$ cat src/rtl/if_fetch.sv
// Instruction-fetch stage: sequential PC generation, request/grant memory
// handshake with in-order responses, and a small {pc, inst} buffer that
// feeds decode through a valid/ready handshake. A redirect empties the
// buffer and arranges for every response still in flight to be discarded.
module if_fetch #(
    parameter int          FIFO_DEPTH = 4,
    parameter logic [31:0] RESET_PC   = 32'h0000_0000
) (
    input  logic        clk,
    input  logic        rst,
    output logic        imem_req_o,
    output logic [31:0] imem_addr_o,
    input  logic        imem_gnt_i,
    input  logic        imem_rvalid_i,
    input  logic [31:0] imem_rdata_i,
    input  logic        redirect_i,
    input  logic [31:0] redirect_pc_i,
    output logic        if_valid_o,
    output logic [31:0] if_pc_o,
    output logic [31:0] if_inst_o,
    input  logic        id_ready_i
);

    localparam int PTR_W = (FIFO_DEPTH > 1) ? $clog2(FIFO_DEPTH) : 1;
    localparam int CNT_W = $clog2(FIFO_DEPTH + 1);
    localparam logic [CNT_W-1:0] DEPTH_C = CNT_W'(FIFO_DEPTH);

    logic [31:0]      fetch_pc;
    logic [31:0]      resp_pc;
    logic [CNT_W-1:0] outstanding;
    logic [CNT_W-1:0] drop_cnt;
    logic [CNT_W-1:0] fifo_count;
    logic [PTR_W-1:0] wr_ptr;
    logic [PTR_W-1:0] rd_ptr;
    logic [31:0]      pc_mem   [FIFO_DEPTH];
    logic [31:0]      inst_mem [FIFO_DEPTH];

    logic [CNT_W:0]   credit_used;
    logic             grant;
    logic             resp_drop;
    logic             push;
    logic             pop;
    logic [CNT_W-1:0] outstanding_after_resp;
    logic [CNT_W-1:0] outstanding_next;
    logic [31:0]      redirect_base;

    // Credit check, handshake qualifiers and head-of-buffer outputs.
    // Responses that will be kept (outstanding - drop) plus buffered entries
    // must leave room, so a returning response can never find the buffer full.
    always_comb begin
        credit_used            = {1'b0, outstanding - drop_cnt} + {1'b0, fifo_count};
        imem_req_o             = rst && !redirect_i && (outstanding < DEPTH_C)
                                 && (credit_used < {1'b0, DEPTH_C});
        imem_addr_o            = fetch_pc;
        grant                  = imem_req_o && imem_gnt_i;
        resp_drop              = imem_rvalid_i && (redirect_i || (drop_cnt != '0));
        push                   = imem_rvalid_i && !resp_drop;
        if_valid_o             = (fifo_count != '0);
        pop                    = if_valid_o && id_ready_i;
        outstanding_after_resp = outstanding - CNT_W'(imem_rvalid_i);
        outstanding_next       = outstanding_after_resp + CNT_W'(grant);
        redirect_base          = {redirect_pc_i[31:2], 2'b00};
        if_pc_o                = if_valid_o ? pc_mem[rd_ptr]   : 32'h0;
        if_inst_o              = if_valid_o ? inst_mem[rd_ptr] : 32'h0;
    end

    // Fetch and response PCs: advance on grant / kept response, reload on redirect.
    always_ff @(posedge clk or negedge rst) begin
        if (!rst) begin
            fetch_pc <= RESET_PC;
            resp_pc  <= RESET_PC;
        end else if (redirect_i) begin
            fetch_pc <= redirect_base;
            resp_pc  <= redirect_base;
        end else begin
            if (grant) begin
                fetch_pc <= fetch_pc + 32'd4;
            end
            if (push) begin
                resp_pc <= resp_pc + 32'd4;
            end
        end
    end

    // In-flight bookkeeping: outstanding requests and responses still to discard.
    // On redirect every request left in flight after this cycle's response is stale.
    always_ff @(posedge clk or negedge rst) begin
        if (!rst) begin
            outstanding <= '0;
            drop_cnt    <= '0;
        end else if (redirect_i) begin
            outstanding <= outstanding_after_resp;
            drop_cnt    <= outstanding_after_resp;
        end else begin
            outstanding <= outstanding_next;
            if (imem_rvalid_i && (drop_cnt != '0)) begin
                drop_cnt <= drop_cnt - CNT_W'(1);
            end
        end
    end

    // Buffer pointers and occupancy; redirect empties the buffer outright.
    always_ff @(posedge clk or negedge rst) begin
        if (!rst) begin
            wr_ptr     <= '0;
            rd_ptr     <= '0;
            fifo_count <= '0;
        end else if (redirect_i) begin
            wr_ptr     <= '0;
            rd_ptr     <= '0;
            fifo_count <= '0;
        end else begin
            if (push) begin
                wr_ptr <= wr_ptr + PTR_W'(1);
            end
            if (pop) begin
                rd_ptr <= rd_ptr + PTR_W'(1);
            end
            case ({push, pop})
                2'b10:   fifo_count <= fifo_count + CNT_W'(1);
                2'b01:   fifo_count <= fifo_count - CNT_W'(1);
                default: fifo_count <= fifo_count;
            endcase
        end
    end

    // Buffer storage; contents only matter behind a non-zero count, so no reset.
    always_ff @(posedge clk) begin
        if (push) begin
            pc_mem[wr_ptr]   <= resp_pc;
            inst_mem[wr_ptr] <= imem_rdata_i;
        end
    end

endmodule

$ cat config.mk
export PLATFORM = sky130hd
export DESIGN_NAME = if_fetch
export DESIGN_NICKNAME = d
export VERILOG_FILES = /design/src/rtl/if_fetch.sv
export SDC_FILE = /design/constraint.sdc
export NUM_CORES = 1
export LEC_CHECK = 0
export ABC_AREA = 1
export ABC_CLOCK_PERIOD_IN_PS = 5100
export CELL_PAD_IN_SITES_DETAIL_PLACEMENT = 1
export CELL_PAD_IN_SITES_GLOBAL_PLACEMENT = 2
export CORE_MARGIN = 1
export CORE_UTILIZATION = 35
export DETAILED_ROUTE_END_ITERATION = 8
export PLACE_DENSITY = 0.81
export SLEW_MARGIN = 10
export SYNTH_ARGS = -nofsm -noshare
export SYNTH_HDL_FRONTEND = slang
export SYNTH_SLANG_ARGS = --single-unit
$ cat constraint.sdc
create_clock -name clk -period 5.1 [get_ports clk]
set_input_delay 0.51 -clock clk [delete_from_list [all_inputs] [get_ports clk]]
set_output_delay 0.51 -clock clk [all_outputs]
set_load 0.005 [all_outputs]
==> summary.md <==
| Metric | Value |
|---|---|
| Wire length of the first global-routing pass | 63,700 um |
| Final wirelength | 41,100 um |
| Syn-to-layout area delta | 22.8% |
| Tot GR Track Use | 19.6% |
| Highest fanout seen on the critical path | 76 |
| Commonest non-fill, non-tap cell in the layout | nor2_1 |
| Estimated wirelength of the detail-placed design | 26,100 um |
| Shortest period the worst path allows | 3910 ps |
| Count of flip-flops with a built-in enable after synthesis | 248 |
| Leading register cell type out of synthesis | edfxtp_1 |
| Mean area per synthesized cell | 9.79 sq um |
| Highest clock rate | 256 MHz |
| Synth Area in Compound Gates | 10.2% |
| Clock Latency Late Sink | 530 ps |
| Crit start category | flop |
| # setup viols final | 0 |
| Antenna violations before repair | 1 |
| Endpoint of the most critical register-to-register path | outstanding[2] |
| Antenna cells | 0 |
| Cell type with the highest occurrence count on the critical path | nor2_1 |
| Clock tree from TritonCTS | done |
| Multi-input combinational cell area | 4690 sq um |
| Slack of the critical path | 1190 ps |
| Setup repair after global routing missed its margin | false |
| Post-Synth Adder-Cell Area | 1.56% |
| Die ar. | 42,600 sq um |
| Slew margin rel. | 36.8% |
| R2R setup slack | 1950 ps |
| Area share of the leading cell type in the synthesized netlist | 51.0% |
| Total number of vias | 11,100 |
| R2R Path Start | outstanding[0] |
| Hold Path Stages | 3 |
| Placeable core region | 41,000 sq um |
| Yosys warning count | 0 |
| Critical-path cell list | buf_4 > nor2_1 > nor2_1 > o21ai_0 > a21oi_1 > clkdlybuf4s50_1 |
| Number of stages on the worst setup path | 6 |
| Die extent in x | 206 um |
| Worst R2R Path Depth | 17 |
| Wire length per cell after detailed routing | 18.7 um |
| Number of failing hold endpoints at the final stage | 0 |
| Endpoint of the worst hold path | resp_pc[5] |
| # clock sinks | 321 |
| Setup Buffers After CTS | 0 |
| Slowest cell delay on critical path | 780 ps |
| Yosys reg bits | 321 |
| Number of buffers on the longest clock path | 3 |
| Net count reported at finish | 1,729 |
| H-tree levels | 2 |
| Async SR Flop Fraction | 22.7% |
| Maxcap violations | 0 |
| Portion of netlist area occupied by mux cells | 0% |
| Worst setup slack before clock tree synthesis | 1680 ps |
| Remaining design rule violation count | 26 |
| Setup TNS | 0 ps |
| Drt via density | 5.05 |
| Clock slew at the register clock pins of the worst setup and hold paths | 60 ps |
| Leak | 0.00665 uW |
| Slowest library cell on the worst path | dfrtp_4 |
| Worst setup EP type | output port |
| Measured slew at the worst slew-check pin | 947 ps |
| Count of buffering cells on the critical path with inverters included | 2 |
| I/O pins | 168 |
| Data required time of the worst path | 4590 ps |
| Core Rows | 74 |
| Number of fill cells | 4,585 |
| Fin crit share | 76.7% |
| Min-Delay Startpoint | redirect_i |
| Xor and xnor area share after synthesis | 0.899% |
| Final ANT Viol Nets | 0 |
| Top cells by area, synth | edfxtp_1 (51%), dfrtp_1 (13%), nor2_1 (8.7%), nand2_1 (6.0%), o21ai_0 (5.5%) |
| Peak supply drop | 0.200 mV |
| Share of the yosys chip area belonging to registers | 63.5% |
| Port-buffer cells | 161 |
| Starting utilization of the core area | 35.6% |
| Violated checks | DRC |
| Worst Skew | 15.6 ps |
| Via count of the first global-routing pass | 11,600 |
| Total power density per cell area | 452 nW/um^2 |
| Maximum number of pins on one net before global-route repair | 77 |
| Crit-path leading delay family | buffers and inverters |
| Share of post-route cells with drive strength above 1 | 5.93% |
| Height of the chip | 206 um |
| Number of search-and-repair iterations in the first detailed-routing pass | 7 |
| Count of final max-slew check failures | 0 |
| Global route overflow | 0 |
| Initial DRC Count | 561 |
| Share of synthesized cell area in and, or, nand and nor gates | 19.2% |
| Library cell occupying the most area in the post-synthesis netlist | edfxtp_1 |
| Synthesized cell area | 14,600 sq um |
| Leading cell types in the layout, fill and taps excluded | nor2_1 (334), edfxtp_1 (248), nand2_1 (235), o21ai_0 (162), clkdlybuf4s50_1 (159) |
| GP Congestion | 0.804 |
| Clock root buffer master | clkbuf_16 |
| Data arrival time of the critical path | 3400 ps |
| Post-Syn Instances | 1,492 |
| Sequential Area | 9280 sq um |
| Run status | finished with violations |
| Number of distinct library cells after synthesis | 44 |
| Number of CTS-inserted buffers | 37 |
| Combinational family with the most area after synthesis | simple AND/OR/NAND/NOR gates |
| Path type of the worst setup path | reg -> out |
| Path type of the worst min-delay path | in -> reg |
==> tightest hold or removal path: stages <==
cell and delay (ps):
buf_2 140, nand2_1 150, nand2_1 80
==> kinds of logic after synthesis <==
| logic type | Yosys count |
|---|---|
| AOI/OAI and AO/OA | 285 |
| DFF | 321 |
| xor gates and xnor gates | 15 |
| adders and majority gates | 17 |
| and+or+nand+nor | 686 |
| buffers and inverters | 167 |
| other | 1 |
==> flip-flops by register name, indices dropped and copies added, names as in the netlist <==
signal       cells
rd_ptr           2
inst_mem       128
drop_cnt         3
imem_addr_o     30
pc_mem         120
outstanding      3
wr_ptr           2
fifo_count       3
resp_pc         30
==> per-layer routing <==
layer | up-vias | wire length (um) | part of all wire (%) | GRT usage, %
li1 | 5345 | - | - | -
met1 | 5500 | 17900 | 44 | 24.7
met2 | 219 | 20300 | 49 | 34.5
met3 | 59 | 2080 | 5.1 | 3.33
met4 | 2 | 818 | 2.0 | 5.17
met5 | - | 13 | 0.032 | 0
==> worst max path at each step <==
stage / start / to
detailed placement: rd_ptr[0] / if_pc_o[18]
CTS: rd_ptr[0] / if_pc_o[18]
global route: rd_ptr[0] / if_pc_o[18]
global placement: imem_rvalid_i / inst_mem[1][10]
finish: rd_ptr[0] / if_pc_o[18]
floorplan: drop_cnt[1] / inst_mem[0][0]
==> power breakdown <==
part | internal [uW] | leakage [uW] | switching [uW]
sequential | 3050 | 0.00311 | 275
combinational | 1020 | 0.00298 | 1230
clock | 1500 | 0.000563 | 1040
==> cell type report <==
| class | count | share of cell area (%) |
|---|---|---|
| clock inverter | 22 | 0.878 |
| tap | 532 | 3.71 |
| sequential | 321 | 51.7 |
| timing repair buffer | 175 | 9.88 |
| inverter | 100 | 2.10 |
| multi-input combinational | 1007 | 26.1 |
| clock buffer | 44 | 5.60 |
==> stage by stage <==
step / total power [uW] / utilization, % / area, sq um / hold WS, ps / cells
6_report: 8120 / 43.8 / 17900 / 400 / 2201
5_1_grt: 8580 / 43.8 / 17900 / 400 / 2201
4_1_cts: 8230 / 43.8 / 17900 / 390 / 2201
3_5_place_dp: 5660 / 40.9 / 16800 / 514 / 2134
3_3_place_gp: 5590 / 40.9 / 16800 / 512 / 2134
2_1_floorplan: 4430 / - / 14600 / 214 / 1495
==> synthesized netlist by cell type (4+ instances only) <==
cell	number
xnor2_1	4
dfrtp_1	73
nor3_1	5
nand3b_1	5
nor2_2	9
clkbuf_1	39
buf_2	11
edfxtp_1	248
xor2_1	11
a21oi_1	92
o21ai_1	5
buf_6	4
ha_1	15
o211ai_1	9
buf_4	5
nand2_1	235
o21ai_0	162
buf_1	8
inv_1	91
nand3_1	74
nor2_1	338
nand4_1	8
inv_2	8
a31oi_1	8
==> timing repair <==
item,4_1_cts,5_1_grt
hold buffers,1,0
gates resized for setup,0,0
endpoints found under the hold margin,32,0
Note: power is estimated with default switching activity, not from simulation.
